File: src/rtl/mips_fetch_stage_pkg.sv
// Shared definitions for the MIPS instruction-fetch stage: FSM encoding,
// the NOP used for bubbles, and the default reset PC.
package mips_fetch_stage_pkg;

    localparam logic [31:0] NOP_INSTR        = 32'h0000_0000;
    localparam logic [31:0] RESET_PC_DEFAULT = 32'h0000_0000;

    typedef enum logic [1:0] {
        ST_BOOT = 2'd0,
        ST_RUN  = 2'd1,
        ST_HALT = 2'd2
    } fetch_state_e;

    // Redirect targets are forced onto a word boundary.
    function automatic logic [31:0] align_word(input logic [31:0] addr);
        return {addr[31:2], 2'b00};
    endfunction

endpackage

File: src/rtl/mips_fetch_stage_if.sv
// Bundle of hazard/redirect controls, program-memory port and IF/ID outputs
// of the fetch stage. The fetch stage is the slave; its environment is the master.
interface mips_fetch_stage_if;

    logic        stall_i;
    logic        flush_i;
    logic        redirect_i;
    logic [31:0] redirect_pc_i;
    logic [31:0] imem_addr_o;
    logic [31:0] imem_data_i;
    logic [31:0] if_id_pc4_o;
    logic [31:0] if_id_instr_o;
    logic        if_id_valid_o;
    logic        halted_o;
    logic        misalign_o;
    logic [31:0] fetch_count_o;

    modport slave (
        input  stall_i, flush_i, redirect_i, redirect_pc_i, imem_data_i,
        output imem_addr_o, if_id_pc4_o, if_id_instr_o, if_id_valid_o,
               halted_o, misalign_o, fetch_count_o
    );

    modport master (
        output stall_i, flush_i, redirect_i, redirect_pc_i, imem_data_i,
        input  imem_addr_o, if_id_pc4_o, if_id_instr_o, if_id_valid_o,
               halted_o, misalign_o, fetch_count_o
    );

endinterface

File: src/rtl/mips_fetch_stage_fetch_pipe_reg.sv
// One IF/ID pipeline field: async reset to zero, synchronous clear to a
// bubble value (wins over load), otherwise load when enabled, else hold.
module fetch_pipe_reg #(
    parameter int               WIDTH     = 32,
    parameter logic [WIDTH-1:0] CLEAR_VAL = '0
) (
    input  logic             clk,
    input  logic             rst,
    input  logic             en,
    input  logic             clr,
    input  logic [WIDTH-1:0] d,
    output logic [WIDTH-1:0] q
);

    logic [WIDTH-1:0] data_d;
    logic [WIDTH-1:0] data_q;

    always_comb begin
        data_d = data_q;
        if (clr) begin
            data_d = CLEAR_VAL;
        end else if (en) begin
            data_d = d;
        end
    end

    always_ff @(posedge clk or posedge rst) begin
        if (rst) begin
            data_q <= '0;
        end else begin
            data_q <= data_d;
        end
    end

    assign q = data_q;

endmodule

File: src/rtl/mips_fetch_stage.sv
// IF stage of the pipelined MIPS core: PC, fetch FSM, fetch counter and
// the IF/ID pipeline register.
//
//   state | meaning
//   BOOT  | first edge after reset; IF/ID gets a bubble, PC held
//   RUN   | normal fetch; redirect > stall > PC+4
//   HALT  | PC past program memory; bubbles until a redirect
module mips_fetch_stage
    import mips_fetch_stage_pkg::*;
#(
    parameter logic [31:0] RESET_PC     = RESET_PC_DEFAULT,
    parameter int          MEMORY_DEPTH = 64
) (
    input  logic               clk,
    input  logic               reset,
    mips_fetch_stage_if.slave  bus
);

    localparam logic [31:0] FETCH_LIMIT = 32'(4 * MEMORY_DEPTH);

    fetch_state_e state_q, state_d;
    logic [31:0]  pc_q, pc_d;
    logic [31:0]  count_q, count_d;
    logic         misalign_q, misalign_d;
    logic [31:0]  pc_plus4;
    logic [31:0]  redirect_tgt;
    logic         redirect_misaligned;
    logic         load;
    logic         bubble;

    assign pc_plus4            = pc_q + 32'd4;
    assign redirect_tgt        = align_word(bus.redirect_pc_i);
    assign redirect_misaligned = |bus.redirect_pc_i[1:0];

    always_comb begin
        state_d    = state_q;
        pc_d       = pc_q;
        misalign_d = misalign_q;
        load       = 1'b0;
        bubble     = 1'b0;
        case (state_q)
            ST_BOOT: begin
                bubble  = 1'b1;
                state_d = ST_RUN;
            end
            ST_RUN: begin
                if (bus.redirect_i) begin
                    pc_d       = redirect_tgt;
                    misalign_d = misalign_q | redirect_misaligned;
                    bubble     = 1'b1;
                end else if (bus.stall_i) begin
                    bubble = bus.flush_i;
                end else begin
                    bubble = bus.flush_i;
                    load   = ~bus.flush_i;
                    // Last word in memory: keep PC on it and stop fetching.
                    if (pc_plus4 >= FETCH_LIMIT) begin
                        state_d = ST_HALT;
                    end else begin
                        pc_d = pc_plus4;
                    end
                end
            end
            ST_HALT: begin
                bubble = 1'b1;
                if (bus.redirect_i) begin
                    pc_d       = redirect_tgt;
                    misalign_d = misalign_q | redirect_misaligned;
                    state_d    = ST_RUN;
                end
            end
            default: begin
                bubble  = 1'b1;
                state_d = ST_BOOT;
            end
        endcase
        count_d = count_q + {31'd0, load};
    end

    always_ff @(posedge clk or posedge reset) begin
        if (reset) begin
            state_q    <= ST_BOOT;
            pc_q       <= RESET_PC;
            count_q    <= 32'd0;
            misalign_q <= 1'b0;
        end else begin
            state_q    <= state_d;
            pc_q       <= pc_d;
            count_q    <= count_d;
            misalign_q <= misalign_d;
        end
    end

    // PC+4 survives a bubble; only instruction and valid are cleared.
    fetch_pipe_reg #(.WIDTH(32), .CLEAR_VAL(32'd0)) u_pc4 (
        .clk (clk), .rst (reset), .en (load), .clr (1'b0),
        .d   (pc_plus4), .q (bus.if_id_pc4_o)
    );

    fetch_pipe_reg #(.WIDTH(32), .CLEAR_VAL(NOP_INSTR)) u_instr (
        .clk (clk), .rst (reset), .en (load), .clr (bubble),
        .d   (bus.imem_data_i), .q (bus.if_id_instr_o)
    );

    fetch_pipe_reg #(.WIDTH(1), .CLEAR_VAL(1'b0)) u_valid (
        .clk (clk), .rst (reset), .en (load), .clr (bubble),
        .d   (1'b1), .q (bus.if_id_valid_o)
    );

    assign bus.imem_addr_o   = pc_q;
    assign bus.halted_o      = (state_q == ST_HALT);
    assign bus.misalign_o    = misalign_q;
    assign bus.fetch_count_o = count_q;

endmodule

File: src/flat_wrapper.sv
// flat-port wrapper written by rule: the top's interface ports become plain ports
module mips_fetch_stage_flat import mips_fetch_stage_pkg::*;
#(
    parameter logic [31:0] RESET_PC     = RESET_PC_DEFAULT,
    parameter int          MEMORY_DEPTH = 64
)
  (clk, reset, bus_stall_i, bus_flush_i, bus_redirect_i, bus_redirect_pc_i, bus_imem_data_i, bus_imem_addr_o, bus_if_id_pc4_o, bus_if_id_instr_o, bus_if_id_valid_o, bus_halted_o, bus_misalign_o, bus_fetch_count_o);
  mips_fetch_stage_if bus_i ();
  input  logic clk;
  input  logic reset;
  input wire logic [$bits(bus_i.stall_i)-1:0] bus_stall_i;
  input wire logic [$bits(bus_i.flush_i)-1:0] bus_flush_i;
  input wire logic [$bits(bus_i.redirect_i)-1:0] bus_redirect_i;
  input wire logic [$bits(bus_i.redirect_pc_i)-1:0] bus_redirect_pc_i;
  input wire logic [$bits(bus_i.imem_data_i)-1:0] bus_imem_data_i;
  output wire logic [$bits(bus_i.imem_addr_o)-1:0] bus_imem_addr_o;
  output wire logic [$bits(bus_i.if_id_pc4_o)-1:0] bus_if_id_pc4_o;
  output wire logic [$bits(bus_i.if_id_instr_o)-1:0] bus_if_id_instr_o;
  output wire logic [$bits(bus_i.if_id_valid_o)-1:0] bus_if_id_valid_o;
  output wire logic [$bits(bus_i.halted_o)-1:0] bus_halted_o;
  output wire logic [$bits(bus_i.misalign_o)-1:0] bus_misalign_o;
  output wire logic [$bits(bus_i.fetch_count_o)-1:0] bus_fetch_count_o;
  assign bus_i.stall_i = bus_stall_i;
  assign bus_i.flush_i = bus_flush_i;
  assign bus_i.redirect_i = bus_redirect_i;
  assign bus_i.redirect_pc_i = bus_redirect_pc_i;
  assign bus_i.imem_data_i = bus_imem_data_i;
  assign bus_imem_addr_o = bus_i.imem_addr_o;
  assign bus_if_id_pc4_o = bus_i.if_id_pc4_o;
  assign bus_if_id_instr_o = bus_i.if_id_instr_o;
  assign bus_if_id_valid_o = bus_i.if_id_valid_o;
  assign bus_halted_o = bus_i.halted_o;
  assign bus_misalign_o = bus_i.misalign_o;
  assign bus_fetch_count_o = bus_i.fetch_count_o;
  mips_fetch_stage #(.RESET_PC(RESET_PC), .MEMORY_DEPTH(MEMORY_DEPTH)) u_core (.clk(clk), .reset(reset), .bus(bus_i));
endmodule
File: config.mk
export PLATFORM = sky130hd
export DESIGN_NAME = mips_fetch_stage_flat
export DESIGN_NICKNAME = d
export VERILOG_FILES = /design/src/rtl/mips_fetch_stage_pkg.sv /design/src/rtl/mips_fetch_stage_if.sv /design/src/rtl/mips_fetch_stage_fetch_pipe_reg.sv /design/src/rtl/mips_fetch_stage.sv /design/src/flat_wrapper.sv
export SDC_FILE = /design/constraint.sdc
export NUM_CORES = 1
export LEC_CHECK = 0
export ABC_AREA = 0
export CAP_MARGIN = 5
export CORE_ASPECT_RATIO = 0.8
export CORE_MARGIN = 10
export CORE_UTILIZATION = 49
export CTS_BUF_LIST = sky130_fd_sc_hd__clkbuf_8
export DETAILED_ROUTE_END_ITERATION = 10
export HOLD_SLACK_MARGIN = 0.1
export PLACE_DENSITY = 0.82
export SYNTH_ARGS = -nofsm -noshare
export SYNTH_HDL_FRONTEND = slang
export SYNTH_SLANG_ARGS = --single-unit
export TNS_END_PERCENT = 100
File: constraint.sdc
create_clock -name clk -period 4.9 [get_ports clk]
set_input_delay 0.735 -clock clk [delete_from_list [all_inputs] [get_ports clk]]
set_output_delay 0.735 -clock clk [all_outputs]
set_load 0.05 [all_outputs]
### After elaboration in Yosys (flattened, before gate mapping)

Cells that the tools add are included.

* register bits after elaboration: 132
* input port bits: 69
* output and inout bits: 131

* add/sub/neg operators: 2
* equal/unequal tests: 8
* bitwise gates (word level): 2
* reduce and logical (&&, ||, !) cells: 8
* mux-type cells: 19
* order comparisons: 1

Operators by type and width (number)
* $mux W32: 6
* $pmux W32 S2: 1
* $add A32 B1 Y32: 1
* $add A32 B3 Y32 const B: 1
* $ge A32 B9 Y1 const B: 1
* $mux W2: 4
* $reduce_and A4 Y1: 2
* $mux W1: 7
* $ne A2 B2 Y1 const B: 3
* $ne A3 B3 Y1 const B: 2
* $pmux W2 S3: 1
* $reduce_bool A2 Y1: 2
* $reduce_or A2 Y1: 2
* $eq A2 B1 Y1 const B: 1
* $eq A2 B2 Y1 const B: 1
* $logic_not A2 Y1: 1
* $ne A2 B1 Y1 const B: 1
* $reduce_and A2 Y1: 1
* $not A1 Y1: 1
* $or A1 B1 Y1: 1

### Longest topological paths before layout

Gate-level depths: netlist (run 1).

* depth in word-level cells: 6
* gate-level depth with buffers: 17

### Cells and area by module

From an unflattened synthesis (run 1), not the netlist that was laid out.

* cell total of the unflattened synthesis: 654
* area total of the unflattened synthesis: 6691.4 um^2

By module, submodules not included
* mips_fetch_stage: area each 3993.8 um^2, cells each 442, times used 1, seq. area each 1626.6 um^2
* fetch_pipe_reg at u_core.u_instr ...: area each 1327.5 um^2, cells each 104, times used 2, seq. area each 800.8 um^2
* fetch_pipe_reg at u_core.u_valid: area each 42.5 um^2, cells each 4, times used 1, seq. area each 25.0 um^2

### Least setup slack after synthesis (run 1)

OpenSTA, ideal clock, no wires.

* path kind: input -> register
* start: input port bus_redirect_i
* end: register u_core.count_q[29], in the netlist u_core.bus.fetch_count_o[29]
* data arrival time: 3845 ps
* library setup time: 141 ps
* cell stages on the path: 15
* buffers on the path: 3
* setup slack: 914 ps
* data required time: 4759 ps
* path through: clkbuf_1 > nor2_1 > nand2_1 > or2_2 > clkbuf_1 > inv_2 > clkbuf_1 > ha_1 > nand3_1 > or4_1 > nor2_1 > nand3_1 > nor3_1 > nand3_1 > xnor2_1

* word-level cells in the longest chain between the ends: 3

Ends and longest elaborated chain
* start, declared: RTL line flat_wrapper.sv:13 `input wire logic [$bits(bus_i.redirect_i)-1:0] bus_redirect_i;`
* $mux W1: RTL line mips_fetch_stage.sv:47 `if (bus.redirect_i) begin`
* $mux W1: RTL line mips_fetch_stage.sv:41 `case (state_q)`
* named net u_core.load: RTL line mips_fetch_stage.sv:28 `logic load;`
* $add A32 B1 Y32: RTL line mips_fetch_stage.sv:77 `count_d = count_q + {31'd0, load};`
* named net u_core.count_d[29]: RTL line mips_fetch_stage.sv:23 `logic [31:0] count_q, count_d;`
* end signal, assigned: RTL line mips_fetch_stage.sv:89 `count_q <= count_d;`
* end, declared: RTL line mips_fetch_stage.sv:23

The timed path passes the listed nets, and every way through them passes these cells.
A chain may end at the register's enable or synchronous reset.

### Worst setup path in the final report (run 1)

* start: register u_core.pc_q[2], in the netlist u_core.bus.imem_addr_o[2]
* end: register u_core.pc_q[20], in the netlist u_core.bus.imem_addr_o[20]

* word-level cells in the longest chain between the ends: 5
* elaborated cells on any way between the ends: 8

Ends and longest elaborated chain
* start, declared: RTL line mips_fetch_stage.sv:22 `logic [31:0] pc_q, pc_d;`
* start signal, assigned: RTL line mips_fetch_stage.sv:88 `pc_q <= pc_d;`
* $add A32 B3 Y32 (*): RTL line mips_fetch_stage.sv:31 `assign pc_plus4 = pc_q + 32'd4;`
* branches (longest 4 deep; another with $ge A32 B9 Y1)

Mark *: on every way between the ends. The select of a mux whose other input is x is not followed.

==> impl_metrics.yaml, run 1 <==
run_status:
  status: "finished, final reports clean"
sta:
  drv_slew: 0
  min_period_ns: 4.17
  max-slew-margin-rel_pct: 19.0
  rsz0062_at_grt: "no"
  finalSetupTns_ns: 0
  hold_viol: 0
  finalCritPeriodShare_pct: 85.1
  clock.fmax_ghz: 0.240
  worst_slew_pin_slew_ns: 1.22
  setup_violations: 0
  fin_worst_skew_ns: 0.0145
  finalWorstSetupSlack_ns: 0.732
floorplanning:
  std_cell_rows: 38
  die_w_um: 152
  start_util_pct: 50.2
  dieHeight_um: 126
  core-area_um2: 13600
  io_pins: 200
  die-area_um2: 19200
place:
  post-place-ws_ns: 0.806
  port_buffers: 195
  post_dp_cell_area_um2: 8920
  hpwl_um: 15400
  dp.cells: 1050
  place_congestion: 0.924
global_route:
  grt_max_degree: 81
  grt_pass1_wl_um: 33800
  track_usage_pct: 21.4
  grt.overflow.total: 0
  grt_pass1_vias: 6111
  antenna_found_initial: 0
yosys:
  avgSynthCellArea_um2: 9.71
  synth_top_area_share_pct: 46.7
  async_flop_share_pct: 100
  synth_flop_cell: "dfrtp_1"
  synth.most_common_cell: "dfrtp_1"
  yosys-top-cells-count: "dfrtp_1, nor2_1, nand2_1"
  yosysTopAreaCell: "dfrtp_1"
  ys_seq_elements: 128
  synth_cell_type_count: 74
  synth_warnings: 0
  synthesis.area_um2: 6860
  synth_edf_count: 0
  postSynthCellCount: 706
  synth-seq-area-share_pct: 46.7
  synth_area_leaders: "dfrtp_1, nor2_1, xnor2_1, mux2i_1, nand2_1"
worst_setup_path:
  cp-end-kind: "flip-flop"
  worstPathRequired_ns: 5.23
  crit_arrival_ns: 4.49
  cp_num_buf_inv: 0
  slowest_delay_ns: 0.95
  path_delay_family: "simple AND/OR/NAND/NOR gates"
  crit_chain: "ha_1, nand4_2, or3_1, nor4b_4, mux2_4, nand4_4, o41ai_4, o21ai_2, mux2_2"
  cp-start-kind: "flip-flop"
  cp_max_fo: 19
  worstSetupPathType: "reg -> reg"
  cpMaxStageDelayCell: "o21ai_2"
finish:
  area_delta_synth_final_pct: 35.8
  multiInputGateArea_um2: 3360
  drive_gt1_share_pct: 8.76
  ff_latch_area_um2: 3200
  diodes: 0
  fin_area_um2: 9310
  final_nets: 965
  stdcell_count: 1082
  fillCellCount: 1117
route:
  ant_nets: 0
  drt-total-wl_um: 21000
  first_pass_iters: 5
  via_per_inst: 5.65
  vias: 6113
  drtIter0Drc: 503
  avgRoutedWirePerCell_um: 19.4
  drc: 0
clock_tree:
  clock_sinks: 128
  cts_root_buffer: "clkbuf_8"
  clk_pin_slew_ns: 0.08
  htree_levels: 4
  clk-insertion-delay-late_ns: 0.44
  cts_tree: "done"
  clk_path_buf_depth: 2
  cts_hold_buffers: 0
  post_cts_buffers: 0
  cts_resized: 0
  cts-buffers-inserted: 17
power_and_ir_drop:
  vdd_drop_max_mv: 0.469
  p_seq_share_pct: 29.4
  p_total_w: 0.00579
  p_switching_w: 0.00291
  pwr-share-clk_pct: 15.6
  switching_share_pct: 50.1
  cellPowerDensity_nw_per_um2: 622
  p_int_w: 0.00289
  p_comb_share_pct: 55.0
  leakagePower_nw: 3.91
run:
  max_cap_violations: 0
min_path:
  holdCritPathClass: "reg -> reg"
==> power by group through the flow <==
stage               Clock [W]  Sequential, W  Combinational [W]
floorplan                   0        0.00251            0.00136
global placement            0        0.00170            0.00315
detailed placement          0        0.00171            0.00316
CTS                  0.000925        0.00169            0.00318
global route         0.000967        0.00174            0.00339
finish               0.000905        0.00170            0.00319
==> worst paths after layout <==
kind                                                             start                                endpoint  slack [ns]  depth (start not counted)
worst max-delay path             u_core.bus.imem_addr_o[2]$_DFFE_PP0P_  u_core.bus.imem_addr_o[20]$_DFFE_PP0P_        0.73                          9
worst min-delay path            u_core.bus.fetch_count_o[31]$_DFF_PP0_  u_core.bus.fetch_count_o[31]$_DFF_PP0_        0.48                          1
worst max register to register   u_core.bus.imem_addr_o[2]$_DFFE_PP0P_  u_core.bus.imem_addr_o[20]$_DFFE_PP0P_        0.73                          9
worst min register to register  u_core.bus.fetch_count_o[31]$_DFF_PP0_  u_core.bus.fetch_count_o[31]$_DFF_PP0_        0.48                          1
max in group asynchronous                                        reset  u_core.bus.imem_addr_o[29]$_DFFE_PP0P_        3.10                          3
min in group asynchronous                                        reset   u_core.bus.fetch_count_o[6]$_DFF_PP0_        0.88                          2
==> cells in the final DEF (no fill, tap or decap), drive strengths merged, types with 3 or more instances in the layout <==
cell           instances
a2bb2oi                9
o22a                   4
nor4                  14
a221o                  3
and3                  10
or3                    3
and4                   6
ha                     7
o41ai                  3
mux2i                 34
clkdlybuf4s50        194
o21a                   3
nand2b                 3
o31ai                  3
a31oi                 18
nor2                 112
a211o                  3
xor2                  17
nand4                 14
buf                   15
xnor2                 40
conb                   4
inv                   30
clkbuf                17
or4                    4
dfrtp                128
clkinvlp               4
nand3                 25
mux2                  10
o21ai                 21
nor3                  16
o221ai                 5
nand2                 50
a22o                   4
a211oi                 5
o31a                   3
a21oi                 33
==> flip-flops by register name, summed over array words and instances (netlist names) <==
register                  flops
u_core.bus.fetch_count_o     32
u_core.u_instr.q             32
u_core.bus.imem_addr_o       30
u_core.u_pc4.q               30
u_core.state_q                2
u_core.bus.misalign_o         1
u_core.u_valid.q              1
==> routing by layer <==
layer	up-vias	track usage, %	share of wire, %
met2	276	31.8	45
li1	2866	-	-
met4	0	4.47	0.81
met3	20	10.5	13
met5	-	0	0
met1	2951	27.5	42
==> final cells by class <==
class | count | area share [%]
well taps | 180 | 2.42
clock inverters | 15 | 1.64
multi-input cells | 511 | 36.1
clock buffers | 17 | 2.51
repair buffers | 209 | 22.0
inverters | 22 | 0.914
flip-flops and latches | 128 | 34.4
==> per-stage QoR <==
| step | util (%) | hold slack (ns) |
|---|---|---|
| CTS | 68.2 | 0.482 |
| global placement | 65.4 | 0.466 |
| finish | 68.2 | 0.477 |
| detailed placement | 65.4 | 0.465 |
| global route | 68.2 | 0.509 |
| floorplan | - | 0.526 |
==> kinds of logic after synthesis <==
family / after synthesis / synth area share (%)
AO/OA/AOI/OAI: 136 / 14.2
XOR/XNOR: 57 / 7.28
adder cells (fa/ha/maj): 7 / 1.28
buffers and inverters: 70 / 4.53
flip-flops: 128 / 46.7
multiplexers: 44 / 6.88
other: 1 / 0.0547
AND/OR/NAND/NOR: 263 / 19.1
No activity file was read; power rests on OpenSTA's default activity.
==> run 2: changes to the inputs <==
RECOVER_POWER = 50   (was default)
==> impl_metrics.yaml, run 2 (synthesized netlist as in run 1, its figures left out) <==
clock_tree:
  cts_hold_buffers: 0
  clk_pin_slew_ns: 0.08
  clk_path_buf_depth: 2
  cts-buffers-inserted: 17
  clock_sinks: 128
  cts_resized: 0
  cts_tree: "done"
  post_cts_buffers: 0
  cts_root_buffer: "clkbuf_8"
  htree_levels: 4
  clk-insertion-delay-late_ns: 0.44
sta:
  worst_slew_pin_slew_ns: 3.12
  hold_viol: 0
  drv_slew: 81
  finalCritPeriodShare_pct: 84.9
  setup_violations: 0
  clock.fmax_ghz: 0.240
  rsz0062_at_grt: "no"
  min_period_ns: 4.16
  max-slew-margin-rel_pct: -108
  fin_worst_skew_ns: 0.0128
  finalSetupTns_ns: 0
power_and_ir_drop:
  p_total_w: 0.00576
  vdd_drop_max_mv: 0.469
  p_switching_w: 0.00290
  leakagePower_nw: 3.90
  switching_share_pct: 50.3
  p_comb_share_pct: 54.9
  p_int_w: 0.00286
  cellPowerDensity_nw_per_um2: 620
  p_seq_share_pct: 29.5
  pwr-share-clk_pct: 15.7
route:
  via_per_inst: 5.64
  vias: 6098
  drtIter0Drc: 503
  drc: 0
  highest_layer: "met4"
  routedLengthMet1_um: 8860
  met2WireLength_um: 9310
  avgRoutedWirePerCell_um: 19.4
  met3WireLength_um: 2600
  ant_nets: 0
  first_pass_iters: 5
  drt-total-wl_um: 21000
finish:
  drive_gt1_share_pct: 8.20
  diodes: 0
  final_cell_mix: "clkdlybuf4s50_1, dfrtp_1, nor2_1"
  layout_commonest_cell: "clkdlybuf4s50_1"
  fillCellCount: 1119
  final_nets: 965
  area_delta_synth_final_pct: 35.6
worst_setup_path:
  worstPathRequired_ns: 5.23
  r2r_setup_slack_ns: 0.74
  cp_max_fo: 19
  crit_arrival_ns: 4.49
  cp-end-kind: "flip-flop"
  cp-startpoint: "u_core.bus.imem_addr_o[2]$_DFFE_PP0P_"
  cp-start-kind: "flip-flop"
  reg2reg_from: "u_core.bus.imem_addr_o[2]$_DFFE_PP0P_"
  reg2reg_to: "u_core.bus.imem_addr_o[20]$_DFFE_PP0P_"
  endpoint: "u_core.bus.imem_addr_o[20]$_DFFE_PP0P_"
  reg2reg_depth: 9
  worstSetupPathType: "reg -> reg"
place:
  port_buffers: 195
  place_congestion: 0.924
  hpwl_um: 15400
floorplanning:
  dieHeight_um: 126
  die_w_um: 152
  core-area_um2: 13600
  start_util_pct: 50.2
  io_pins: 200
  die-area_um2: 19200
  std_cell_rows: 38
global_route:
  grt_max_degree: 81
  grt.overflow.total: 0
  track_usage_pct: 21.4
  grt_pass1_wl_um: 33800
  antenna_found_initial: 0
  grt_pass1_vias: 6111
run_status:
  violations: "max-capacitance violations, max-slew violations"
  status: "finished, violations left"
run:
  max_cap_violations: 1
min_path:
  holdCritPathClass: "reg -> reg"
## run 2: final cells by class
class                   count  area, um^2  share of cell area [%]
well taps                 180         225                    2.42
multi-input cells         511        3360                    36.1
inverters                  22        82.6                   0.889
clock inverters            15         153                    1.64
clock buffers              17         234                    2.52
repair buffers            209        2040                    21.9
flip-flops and latches    128        3200                    34.5
## run 2: power by group through the flow
stage               sequential [W]  clock (W)  combinational [W]
floorplan                  0.00251          0            0.00136
global placement           0.00170          0            0.00315
detailed placement         0.00171          0            0.00316
CTS                        0.00169   0.000925            0.00318
global route               0.00174   0.000967            0.00336
finish                     0.00170   0.000903            0.00316
## run 2: how the worst min path moves through the flow
stage                                           startpoint                                     end  slack (ns)  depth (start not counted)
global route        u_core.bus.fetch_count_o[31]$_DFF_PP0_  u_core.bus.fetch_count_o[31]$_DFF_PP0_        0.51                          1
finish              u_core.bus.fetch_count_o[31]$_DFF_PP0_  u_core.bus.fetch_count_o[31]$_DFF_PP0_        0.48                          1
detailed placement       u_core.bus.misalign_o$_DFFE_PP0P_       u_core.bus.misalign_o$_DFFE_PP0P_        0.47                          1
CTS                 u_core.bus.fetch_count_o[31]$_DFF_PP0_  u_core.bus.fetch_count_o[31]$_DFF_PP0_        0.48                          1
global placement    u_core.bus.fetch_count_o[31]$_DFF_PP0_  u_core.bus.fetch_count_o[31]$_DFF_PP0_        0.47                          1
floorplan                    u_core.state_q[1]$_DFFE_PP0P_           u_core.state_q[1]$_DFFE_PP0P_        0.53                          1
## run 2: routing by layer
layer	up-vias	track usage, %
met5	-	0
met4	0	4.47
met3	26	10.5
met2	270	31.8
met1	2933	27.5
li1	2869	-
## run 2: critical path, cell delays in order (launching register included)
cell and delay, ns:
dfrtp_1 0.50, ha_1 0.34, nand4_2 0.23, or3_1 0.55, nor4b_4 0.46, mux2_4 0.36, nand4_4 0.13, o41ai_4 0.10
o21ai_2 0.95, mux2_2 0.42
## run 2: stage by stage
stage	cell area [um^2]	hold slack, ns	worst slack (ns)	instances	util, %
after detailed placement	8920	0.465	0.806	1050	65.4
after global placement	8920	0.466	0.861	1050	65.4
after floorplan	6870	0.526	0.752	709	-
after CTS	9310	0.482	0.790	1082	68.2
after global routing	9290	0.509	0.508	1082	68.1
final	9290	0.477	0.739	1082	68.1
==> run 3: changes to the inputs <==
clock period = 4.13 ns   (was 4.9 ns; I/O delays follow)
==> impl_metrics.yaml, run 3 (synthesized netlist as in run 1, its figures left out) <==
worst_setup_path:
  crit_arrival_ns: 4.16
  reg2reg_to: "u_core.bus.imem_addr_o[30]$_DFFE_PP0P_"
  worstSetupPathType: "reg -> reg"
  cp-end-kind: "flip-flop"
  reg2reg_from: "u_core.bus.imem_addr_o[2]$_DFFE_PP0P_"
  reg2reg_depth: 10
  cp-start-kind: "flip-flop"
  cp_max_fo: 17
  worstPathRequired_ns: 4.45
  r2r_setup_slack_ns: 0.29
power_and_ir_drop:
  cellPowerDensity_nw_per_um2: 739
  p_seq_share_pct: 28.7
  p_switching_w: 0.00346
  vdd_drop_max_mv: 0.485
  p_comb_share_pct: 55.9
  switching_share_pct: 50.0
  leakagePower_nw: 3.93
  p_int_w: 0.00345
  pwr-share-clk_pct: 15.4
run:
  max_cap_violations: 1
place:
  hpwl_um: 15400
  post_dp_cell_area_um2: 8990
  place_congestion: 0.951
  port_buffers: 195
clock_tree:
  post_cts_buffers: 0
  cts_resized: 0
  cts_tree: "done"
  cts_root_buffer: "clkbuf_8"
  clock_sinks: 128
  clk-insertion-delay-late_ns: 0.44
  clk_path_buf_depth: 2
  clk_pin_slew_ns: 0.09
  cts-buffers-inserted: 17
  htree_levels: 4
  cts_hold_buffers: 0
floorplanning:
  core-area_um2: 13600
  io_pins: 200
  die-area_um2: 19200
  std_cell_rows: 38
  dieHeight_um: 126
  die_w_um: 152
  start_util_pct: 50.2
route:
  first_pass_iters: 8
  vias: 6161
  ant_nets: 0
  drt-total-wl_um: 20700
  drc: 0
  via_per_inst: 5.65
  drtIter0Drc: 575
  avgRoutedWirePerCell_um: 19.0
sta:
  setup_violations: 0
  clock.fmax_ghz: 0.260
  max-slew-margin-rel_pct: -36.5
  rsz0062_at_grt: "no"
  worst_slew_pin_slew_ns: 2.04
  finalSetupTns_ns: 0
  drv_slew: 48
  finalCritPeriodShare_pct: 93.1
  hold_viol: 0
  fin_worst_skew_ns: 0.0131
  min_period_ns: 3.84
min_path:
  holdCritPathClass: "reg -> reg"
  whs_path_depth: 1
  min_to: "u_core.bus.fetch_count_o[31]$_DFF_PP0_"
  worstHoldStart: "u_core.bus.fetch_count_o[31]$_DFF_PP0_"
finish:
  final_nets: 973
  layout_commonest_cell: "clkdlybuf4s50_1"
  diodes: 0
  fin_area_um2: 9360
  fillCellCount: 1073
  drive_gt1_share_pct: 9.34
  area_delta_synth_final_pct: 36.5
  final_cell_mix: "clkdlybuf4s50_1, dfrtp_1, nor2_1"
  multiInputGateArea_um2: 3360
  ff_latch_area_um2: 3200
global_route:
  grt_max_degree: 54
  antenna_found_initial: 0
  track_usage_pct: 21.0
  grt_pass1_vias: 6094
  grt_pass1_wl_um: 33200
  grt.overflow.total: 0
run_status:
  status: "finished, violations left"
  violations: "max-capacitance violations, max-slew violations"
[run 3: cell types whose count changed in the layout (fill, tap and decap cells not counted), sizes merged]
cell	before	now
buf	11	18
clkbuf	21	22
clkdlybuf4s50	170	189
clkinv	3	4
dlygate4sd3	24	5
inv	29	28
[run 3: final cells by class]
cell class	instances	share of cell area (%)
clock buffer	17	2.50
clock inverter	15	1.60
inverter	22	0.896
multi-input combinational	511	35.9
sequential	128	34.2
tap	180	2.41
timing repair buffer	217	22.4
[run 3: per-layer routing]
metal / wire, um / vias to the layer above / global-route usage (%)
met2: 9110 / 285 / 30.7
met4: 177 / 0 / 5.43
li1: - / 2885 / -
met1: 8880 / 2974 / 27.4
met3: 2520 / 17 / 9.69
met5: 0 / - / 0
[run 3: how the worst max path moves through the flow]
stage | slack [ns] | to | start
CTS | 0.20 | u_core.bus.imem_addr_o[30]$_DFFE_PP0P_ | u_core.bus.imem_addr_o[2]$_DFFE_PP0P_
detailed placement | 0.24 | u_core.bus.imem_addr_o[30]$_DFFE_PP0P_ | u_core.bus.imem_addr_o[2]$_DFFE_PP0P_
global placement | 0.28 | u_core.bus.imem_addr_o[8]$_DFFE_PP0P_ | u_core.bus.imem_addr_o[2]$_DFFE_PP0P_
global route | 0.14 | u_core.bus.imem_addr_o[30]$_DFFE_PP0P_ | u_core.bus.imem_addr_o[2]$_DFFE_PP0P_
finish | 0.29 | u_core.bus.imem_addr_o[30]$_DFFE_PP0P_ | u_core.bus.imem_addr_o[2]$_DFFE_PP0P_
floorplan | 0.1 | u_core.bus.fetch_count_o[0]$_DFF_PP0_ | reset
[run 3: worst max-delay path, cell delays in order (launching register included)]
cell and delay (ns):
dfrtp_1 0.48, ha_1 0.34, nand4_2 0.25, or3_1 0.54, nor4b_4 0.44, mux2_4 0.35, nand4_4 0.12, o41ai_4 0.10
o21ai_2 0.39, buf_4 0.38, mux2_4 0.33
[run 3: per-stage QoR]
step	hold WS, ns	cells	total power (W)	setup slack (ns)	util (%)
CTS	0.484	1090	0.00694	0.195	68.7
detailed placement	0.469	1058	0.00584	0.238	65.9
global placement	0.460	1058	0.00580	0.280	65.9
global route	0.510	1090	0.00725	0.135	68.6
floorplan	0.526	709	0.00458	0.0979	-
finish	0.485	1090	0.00691	0.286	68.6
[run 3: power by group through the flow]
stage                     clock network, W  registers, W  logic, W
after floorplan                          0       0.00297   0.00161
after CTS                          0.00109       0.00198   0.00387
final                              0.00106       0.00198   0.00386
after detailed placement                 0       0.00200   0.00385
after global placement                   0       0.00198   0.00381
after global routing               0.00113       0.00204   0.00408
